--- config.mk ---
export PLATFORM = sky130hd
export DESIGN_NAME = wb_trace_buffer
export DESIGN_NICKNAME = d
export VERILOG_FILES = /design/src/rtl/wb_trace_buffer.sv
export SDC_FILE = /design/constraint.sdc
export NUM_CORES = 2
export LEC_CHECK = 0
export ABC_AREA = 1
export CORE_ASPECT_RATIO = 0.5
export CORE_MARGIN = 5
export CORE_UTILIZATION = 55
export DETAILED_ROUTE_END_ITERATION = 8
export MAX_ROUTING_LAYER = met4
export PLACE_DENSITY_LB_ADDON = 0.15
export SLEW_MARGIN = 10
export SYNTH_ARGS = -nofsm -noshare
export SYNTH_HDL_FRONTEND = slang
export SYNTH_SLANG_ARGS = --single-unit
--- constraint.sdc ---
create_clock -name i_clk -period 8.59 [get_ports i_clk]
set_input_delay 2.1475 -clock i_clk [delete_from_list [all_inputs] [get_ports i_clk]]
set_output_delay 2.1475 -clock i_clk [all_outputs]
set_load 0.02 [all_outputs]
--- src/rtl/wb_trace_buffer.sv ---
// Commit-trace buffer: captures register write-backs and data-memory stores from the
// single-cycle MIPS core into a record FIFO. Each record is sent as a three-word
// ready/valid stream: pc, {kind, addr[30:0]}, data.
module wb_trace_buffer #(
    parameter int unsigned DEPTH = 16
) (
    input  logic                      i_clk,
    input  logic                      i_rst,
    input  logic                      i_trace_en,
    input  logic                      i_clr_stats,
    input  logic [31:0]               i_pc,
    input  logic                      i_reg_we,
    input  logic [4:0]                i_reg_addr,
    input  logic [31:0]               i_reg_data,
    input  logic                      i_mem_we,
    input  logic [31:0]               i_mem_addr,
    input  logic [31:0]               i_mem_data,
    output logic                      o_out_valid,
    output logic [31:0]               o_out_data,
    output logic                      o_out_last,
    input  logic                      i_out_ready,
    output logic [$clog2(DEPTH):0]    o_fill_level,
    output logic [15:0]               o_drop_count,
    output logic                      o_overflow
);

    localparam int unsigned AW = $clog2(DEPTH);
    // Record layout: [95] kind, [94:63] pc, [62:32] addr[30:0], [31:0] data.
    localparam int unsigned RW = 96;

    typedef enum logic [1:0] {StIdle, StW0, StW1, StW2} state_e;

    // Record storage and pointers; the extra MSB separates full from empty.
    logic [RW-1:0] r_mem [DEPTH];
    logic [AW:0]   r_wptr;
    logic [AW:0]   r_rptr;
    logic [RW-1:0] r_hold;
    state_e        r_state;
    state_e        w_state_next;
    logic [15:0]   r_drop_count;
    logic          r_overflow;

    logic          w_store_ev;
    logic          w_reg_ev;
    logic          w_event;
    logic          w_full;
    logic          w_empty;
    logic          w_push;
    logic          w_pop;
    logic [RW-1:0] w_rec;
    logic [1:0]    w_drops;
    logic [16:0]   w_drop_sum;
    logic          w_unused_addr31;

    // Store addresses live below 2^31, so bit 31 is never carried into the stream.
    assign w_unused_addr31 = i_mem_addr[31];

    // Event qualification; writes to $0 are not events at all.
    assign w_store_ev = i_trace_en & i_mem_we;
    assign w_reg_ev   = i_trace_en & i_reg_we & (i_reg_addr != 5'd0);
    assign w_event    = w_store_ev | w_reg_ev;

    assign w_empty = (r_wptr == r_rptr);
    assign w_full  = (r_wptr[AW] != r_rptr[AW]) && (r_wptr[AW-1:0] == r_rptr[AW-1:0]);

    // Fullness is the pre-edge view: a same-edge pop does not make room for a push.
    assign w_push = w_event & ~w_full;

    // A store wins over a simultaneous register write-back.
    always_comb begin
        w_rec = '0;
        if (w_store_ev) begin
            w_rec = {1'b1, i_pc, i_mem_addr[30:0], i_mem_data};
        end else begin
            w_rec = {1'b0, i_pc, 26'd0, i_reg_addr, i_reg_data};
        end
    end

    // Up to two drops per edge: the losing register event, and the event refused when full.
    assign w_drops    = {1'b0, w_store_ev & w_reg_ev} + {1'b0, w_event & w_full};
    assign w_drop_sum = {1'b0, r_drop_count} + {15'd0, w_drops};

    // Record storage write port; contents need no reset since pointers gate visibility.
    always_ff @(posedge i_clk) begin
        if (w_push) begin
            r_mem[r_wptr[AW-1:0]] <= w_rec;
        end
    end

    // FIFO pointers advance on push/pop and wrap naturally through the extra bit.
    always_ff @(posedge i_clk or posedge i_rst) begin
        if (i_rst) begin
            r_wptr <= '0;
            r_rptr <= '0;
        end else begin
            if (w_push) begin
                r_wptr <= r_wptr + 1'b1;
            end
            if (w_pop) begin
                r_rptr <= r_rptr + 1'b1;
            end
        end
    end

    // Holding register for the record currently being serialized.
    always_ff @(posedge i_clk or posedge i_rst) begin
        if (i_rst) begin
            r_hold <= '0;
        end else if (w_pop) begin
            r_hold <= r_mem[r_rptr[AW-1:0]];
        end
    end

    // Drop statistics; a clear takes priority and swallows any drop on the same edge.
    always_ff @(posedge i_clk or posedge i_rst) begin
        if (i_rst) begin
            r_drop_count <= '0;
            r_overflow   <= 1'b0;
        end else if (i_clr_stats) begin
            r_drop_count <= '0;
            r_overflow   <= 1'b0;
        end else if (w_drops != 2'd0) begin
            r_overflow   <= 1'b1;
            r_drop_count <= w_drop_sum[16] ? 16'hFFFF : w_drop_sum[15:0];
        end
    end

    // Serializer state register.
    always_ff @(posedge i_clk or posedge i_rst) begin
        if (i_rst) begin
            r_state <= StIdle;
        end else begin
            r_state <= w_state_next;
        end
    end

    // Serializer next-state, pop request and stream outputs.
    always_comb begin
        w_state_next = r_state;
        w_pop        = 1'b0;
        o_out_valid  = 1'b0;
        o_out_data   = 32'd0;
        o_out_last   = 1'b0;
        unique case (r_state)
            StIdle: begin
                if (!w_empty) begin
                    w_pop        = 1'b1;
                    w_state_next = StW0;
                end
            end
            StW0: begin
                o_out_valid = 1'b1;
                o_out_data  = r_hold[94:63];
                if (i_out_ready) begin
                    w_state_next = StW1;
                end
            end
            StW1: begin
                o_out_valid = 1'b1;
                o_out_data  = {r_hold[95], r_hold[62:32]};
                if (i_out_ready) begin
                    w_state_next = StW2;
                end
            end
            StW2: begin
                o_out_valid = 1'b1;
                o_out_data  = r_hold[31:0];
                o_out_last  = 1'b1;
                if (i_out_ready) begin
                    // Chain straight into the next record to avoid an idle bubble.
                    if (!w_empty) begin
                        w_pop        = 1'b1;
                        w_state_next = StW0;
                    end else begin
                        w_state_next = StIdle;
                    end
                end
            end
            default: begin
                w_state_next = StIdle;
            end
        endcase
    end

    assign o_fill_level = r_wptr - r_rptr;
    assign o_drop_count = r_drop_count;
    assign o_overflow   = r_overflow;

endmodule
After elaboration in Yosys (flattened, before gate mapping)
Memories as Yosys holds them, arrays and structs flattened. A register that Yosys moved wholly into a read port is not among the register bits. Cells that the tools add are included.

Output and inout port bits: 56. Memories: 1. Register bits: 29. RAM bits: 1536. Word-level logic and storage cells: 56. Input bits: 140.

Memory list: r_mem (words 16, bits a word 96, rd ports 1, clocked after memory_dff 1, write ports 1, line 34) `logic [RW-1:0] r_mem [DEPTH];`.

Muxes and demuxes: 20. Add/sub/neg operators: 5. Reduce and logical (&&, ||, !) cells: 7. Bitwise logic cells: 8. Eq/ne operators: 10.

Operators with widths (count): $mux 96 (1); $pmux 32 s3 (1); $mux 16 (3); $add 16x2->17 (1); $add 5x1->5 const B (2); $mux 1 (9); $mux 2 (4); $ne 2x2->1 const B (4); $pmux 2 s4 (1); $and 1x1->1 (6); $eq 5x5->1 (1); $reduce_bool 5->1 (1); $sub 5x5->5 (1); $eq 2x2->1 const B (2); $eq 4x4->1 (1); $reduce_and 4->1 (1); $reduce_bool 2->1 (2); $reduce_or 3->1 (1); $add 1x1->2 (1); $eq 2x1->1 const B (1); $logic_not 2->1 (1); $pmux 1 s2 (1); $logic_and 1x1->1 (1); $ne 1x1->1 (1); 2 further kinds (2).

Longest topological paths before layout
Depth in word-level cells: 9. Depth in mapped cells: 22. Gate-level depth less buffers: 19.

Worst setup path after synthesis
Ideal clock, no wire load.

Path type: input to register. From: in i_reg_addr[4]. To: mem r_mem[3][0] (enable). Library setup time: 0.669 ns. Stages on the path: 7. Data arrival time: 9.225 ns. Data required time: 7.921 ns. Path buffers: 1. Setup slack: -1.304 ns. Path through: inv_1 -> nand3_1 -> nand3_1 -> nand2_1 -> nand2_1 -> buf_2 -> nor3_1.

Longest elaborated chain between the ends: 6.

Ends and longest elaborated chain: start: declaration (line 13) `input logic [4:0] i_reg_addr,`; $reduce_bool 5->1 (line 60) `assign w_reg_ev = i_trace_en & i_reg_we & (i_reg_addr != 5'd0);`; $and 1x1->1 (line 60); $or 1x1->1 (line 61) `assign w_event = w_store_ev | w_reg_ev;`; $and 1x1->1 (line 67) `assign w_push = w_event & ~w_full;`; $mux 1 (line 85) `if (w_push) begin`; $mux 1 (not written as such) (line 86) `r_mem[r_wptr[AW-1:0]] <= w_rec;`; end: declaration (line 34).

No other way between the ends.

Worst setup path in the final report
From: reg r_rptr[2]. To: out o_fill_level[4].

Longest elaborated chain between the ends: 1.

Ends and longest elaborated chain: start: declaration (line 36) `logic [AW:0] r_rptr;`; start signal: assignment (line 100) `r_rptr <= r_rptr + 1'b1;`; $sub 5x5->5 (line 185) `assign o_fill_level = r_wptr - r_rptr;`; end: declaration (line 22) `output logic [$clog2(DEPTH):0] o_fill_level,`.

No other way between the ends.

==> summary.md <==
| Metric | Value |
|---|---|
| Endpoint arrival time on the critical path | 3.99 ns |
| Post-DR vias/cell | 5.24 |
| Final antenna-violating net count | 0 |
| Count of buffers from port buffering | slightly below 200 |
| Final-report hold violation count | 0 |
| Number of antenna violations at the first check in global routing | 5 |
| Filler cells | 10482 |
| Starting density of the core | 55.6% |
| Number of hold buffers added after cts | 0 |
| Sequential share of power | between 30% and 40% |
| Main area contributors after synthesis | edfxtp_1 (63%), nand2_1 (13%), inv_1 (6.9%) |
| Headroom to the max-slew limit | roughly a quarter |
| Most used flip-flop cell after synthesis | edfxtp_1 |
| Worst Setup Path Type | reg2out |
| Clock tree from TritonCTS | built |
| Area used by multi-input combinational logic | 17300 um^2 |
| Cells after synthesis | 7543 |
| Data required time of the critical path | 6.44 ns |
| Last weighted congestion value of the routability-driven placer | ~0.80 |
| Number of primary I/O pins | 196 |
| Proportion of synthesized flip-flops having asynchronous set or reset | 7.53% |
| Half-perimeter wire length after detailed placement | 93500 um |
| Iteration-0 DRC count of the detailed router | 5340 |
| Final clock period utilization by the worst path | 71.4% |
| DRT Pass-1 Iters | 5 |
| Most area-hungry cell type in the Yosys netlist | edfxtp_1 |
| Post-layout total power | 26.2 mW |
| Area used by sequential logic in the layout | 49300 um^2 |
| Worst setup EP type | output port |
| Total gr overflow | 0 |
| Critical path peak fanout | 61 |
| Final setup violating endpoints | 0 |
| Outcome | finished clean |
| Highest clock rate | 163 MHz |
| Part of the total power dissipated in combinational logic | around a third |
| Global-route wire length before repair | approximately 280000 um |
| Number of buffers inserted by post-CTS setup repair | 0 |
| Fin crit period | 6.13 ns |
| Switching component of the power | 10.1 mW |
| Number of rows created at floorplan | 94 |
| Slew Limit Fails | 0 |
| Deepest clock path buffer count | 3 |
| Worst-path clk slew | 0.07 ns |
| Internal power consumption | 16.1 mW |
| Switching fraction of total power | between 30% and 40% |
| Register bit count reported by yosys | 1661 |
| Worst r2r dst | r_mem[2][40]$_DFFE_PP_ |
| Number of nets produced by synthesis | 7703 |
| Clock tree root driver cell | clkbuf_16 |
| Mean instance size in the synthesized netlist | 9.71 um^2 |
| Total wirelength of the detailed-routed design | 190000 um |
| Synth warnings | 0 |
| Leakage | 35.4 nW |
| Detailed-route via count | 49789 |
| Unrepaired setup endpoints after global routing | no |
| Die span in x | between 500 and 600 um |
| Overall routing resource usage | 27.7% |
| Count of max-cap constraint violations | 0 |
| Maximum number of pins on one net before global-route repair | 195 |
| Number of CTS-inserted buffers | between 100 and 150 |
| CP Launch Type | flip-flop |
| Power density over the cells | around 320 nW/um^2 |
| End point of the most critical hold path | o_overflow$_DFFE_PP0P_ |
| Commonest cells after routing, fill and taps aside | nand2_1 (2440), edfxtp_1 (1536), inv_1 (1341) |
| Area growth, synth to finish | 11.2% |
| Overall die height | 268 um |
| Startpoint of the most critical hold path | o_overflow$_DFFE_PP0P_ |
| Clock sink count | 1661 |
| Final core utilization | 61.8% |
| Sequential-to-total area share from yosys stat | 67.2% |
| Max H-tree Level | 4 |
| Nets | about 7800 |
| Number of instances on the worst hold path | 2 |
| Worst Hold Class | reg2reg |
| Yosys top cell area share | between 60% and 70% |
| Share of final-layout standard cells stronger than drive strength 1 | 4.25% |
| Final setup skew | 0.0232 ns |
| Die area | 141000 um^2 |
| Via count of the first global-routing pass | 45957 |
| Routed wire length per instance | 20.0 um |
| Setup slack after placement | roughly 2.6 ns |
| Number of remaining DRC errors | 0 |
| # resized after CTS | 0 |
| FF-to-FF Start | r_rptr[2]$_DFFE_PP0P_ |
| R2r setup slk | 3.30 ns |
| EDFF count, synth | 1536 |
| Part of the power in the clock network | 25.3% |
| Clk_lat worst skew | 0.77 ns |
| Post-synthesis cell area | ~73000 um^2 |
| Minimum setup slack in the final design | 2.46 ns |
| VDD IR max | between 0.0002 and 0.00025 V |
| Worst-margin pin slew | about 1.2 ns |
| Core area | roughly 130000 um^2 |
| Most common cell after layout, fill and taps aside | nand2_1 |
| Number of distinct library cells after synthesis | 30 |
| Cell depth of the worst flop-to-flop path | 10 |
## cell families after synthesis
| group | count (synthesis) | share of synthesized area, % |
|---|---|---|
| buffers and inverters | 1709 | 9.29 |
| AOI/OAI and AO/OA | 127 | 0.875 |
| and+or+nand+nor | 4008 | 22.0 |
| adders and majority gates | 20 | 0.362 |
| xor gates and xnor gates | 18 | 0.215 |
| DFF | 1661 | 67.2 |
## critical path, cell delays in order, from the launching register on
cell,delay (ns)
dfrtp_4,1.03
inv_6,0.52
ha_1,0.54
nand2_1,0.10
o21ai_0,0.20
xor2_1,0.17
clkdlybuf4s50_1,0.63
## worst max-delay path by stage
stage	start	endpoint	slack (ns)	cells after the start
after global placement	i_reg_addr[2]	r_mem[2][45]$_DFFE_PP_	2.57	10
final	r_rptr[2]$_DFFE_PP0P_	o_fill_level[4]	2.46	6
after detailed placement	i_reg_addr[2]	r_mem[2][58]$_DFFE_PP_	2.61	10
after floorplan	i_reg_addr[4]	r_mem[3][0]$_DFFE_PP_	-1.30	7
after global routing	r_rptr[2]$_DFFE_PP0P_	o_fill_level[4]	2.31	6
after CTS	r_rptr[2]$_DFFE_PP0P_	o_fill_level[4]	2.42	6
## sequential cells by signal, summed over array words and instances (netlist names)
register      flops
r_mem          1536
r_hold           96
o_drop_count     16
r_rptr            5
r_wptr            5
r_state           2
o_overflow        1
## cells in the mapped netlist (2+ instances only)
cell	number
clkbuf_1	105
buf_2	185
nand3_1	819
ha_1	18
buf_4	28
o21ai_1	3
xnor2_1	3
fa_1	2
nand4_1	3
nor2_2	2
nand2_1	2441
nor2_1	723
dfrtp_1	125
edfxtp_1	1536
inv_1	1343
xor2_1	15
buf_1	33
o21ai_0	21
a21oi_1	101
inv_2	6
buf_6	7
nor3_1	16
## per-stage QoR
step	setup TNS, ns	area (um^2)	hold WS [ns]	instances
5_1_grt	0	81400	0.546	9500
3_3_place_gp	0	76700	0.484	9233
3_5_place_dp	0	76700	0.499	9233
2_1_floorplan	-1876.92	73200	0.481	7543
6_report	0	81400	0.508	9501
4_1_cts	0	81400	0.515	9499
## area by class of cell
type,count,area share [%]
multi-input combinational,4173,21.2
tap,1776,2.73
clock buffer,205,5.06
sequential,1661,60.5
antenna,2,0.00615
clock inverter,61,0.785
timing repair buffer,272,3.40
inverter,1351,6.29
## routing by layer
| metal | global-route usage [%] | routed length [um] | vias to the layer above | share of wire [%] |
|---|---|---|---|---|
| met3 | 3.73 | 16100 | 317 | 8.4 |
| met4 | 7.55 | 4430 | 0 | 2.3 |
| li1 | - | - | 23803 | - |
| met2 | 43.6 | 88100 | 1995 | 46 |
| met5 | - | 0 | - | 0 |
| met1 | 38.6 | 81800 | 23674 | 43 |
## power groups by stage
stage	combinational [mW]	clock, mW	sequential, mW
after floorplan	6.41	0	10.3
after global placement	9.01	0	10.5
after detailed placement	9.13	0	10.5
after CTS	9.17	6.72	10.4
after global routing	10.2	7.07	10.4
final	9.17	6.64	10.4
No activity file was read; power rests on OpenSTA's default activity.
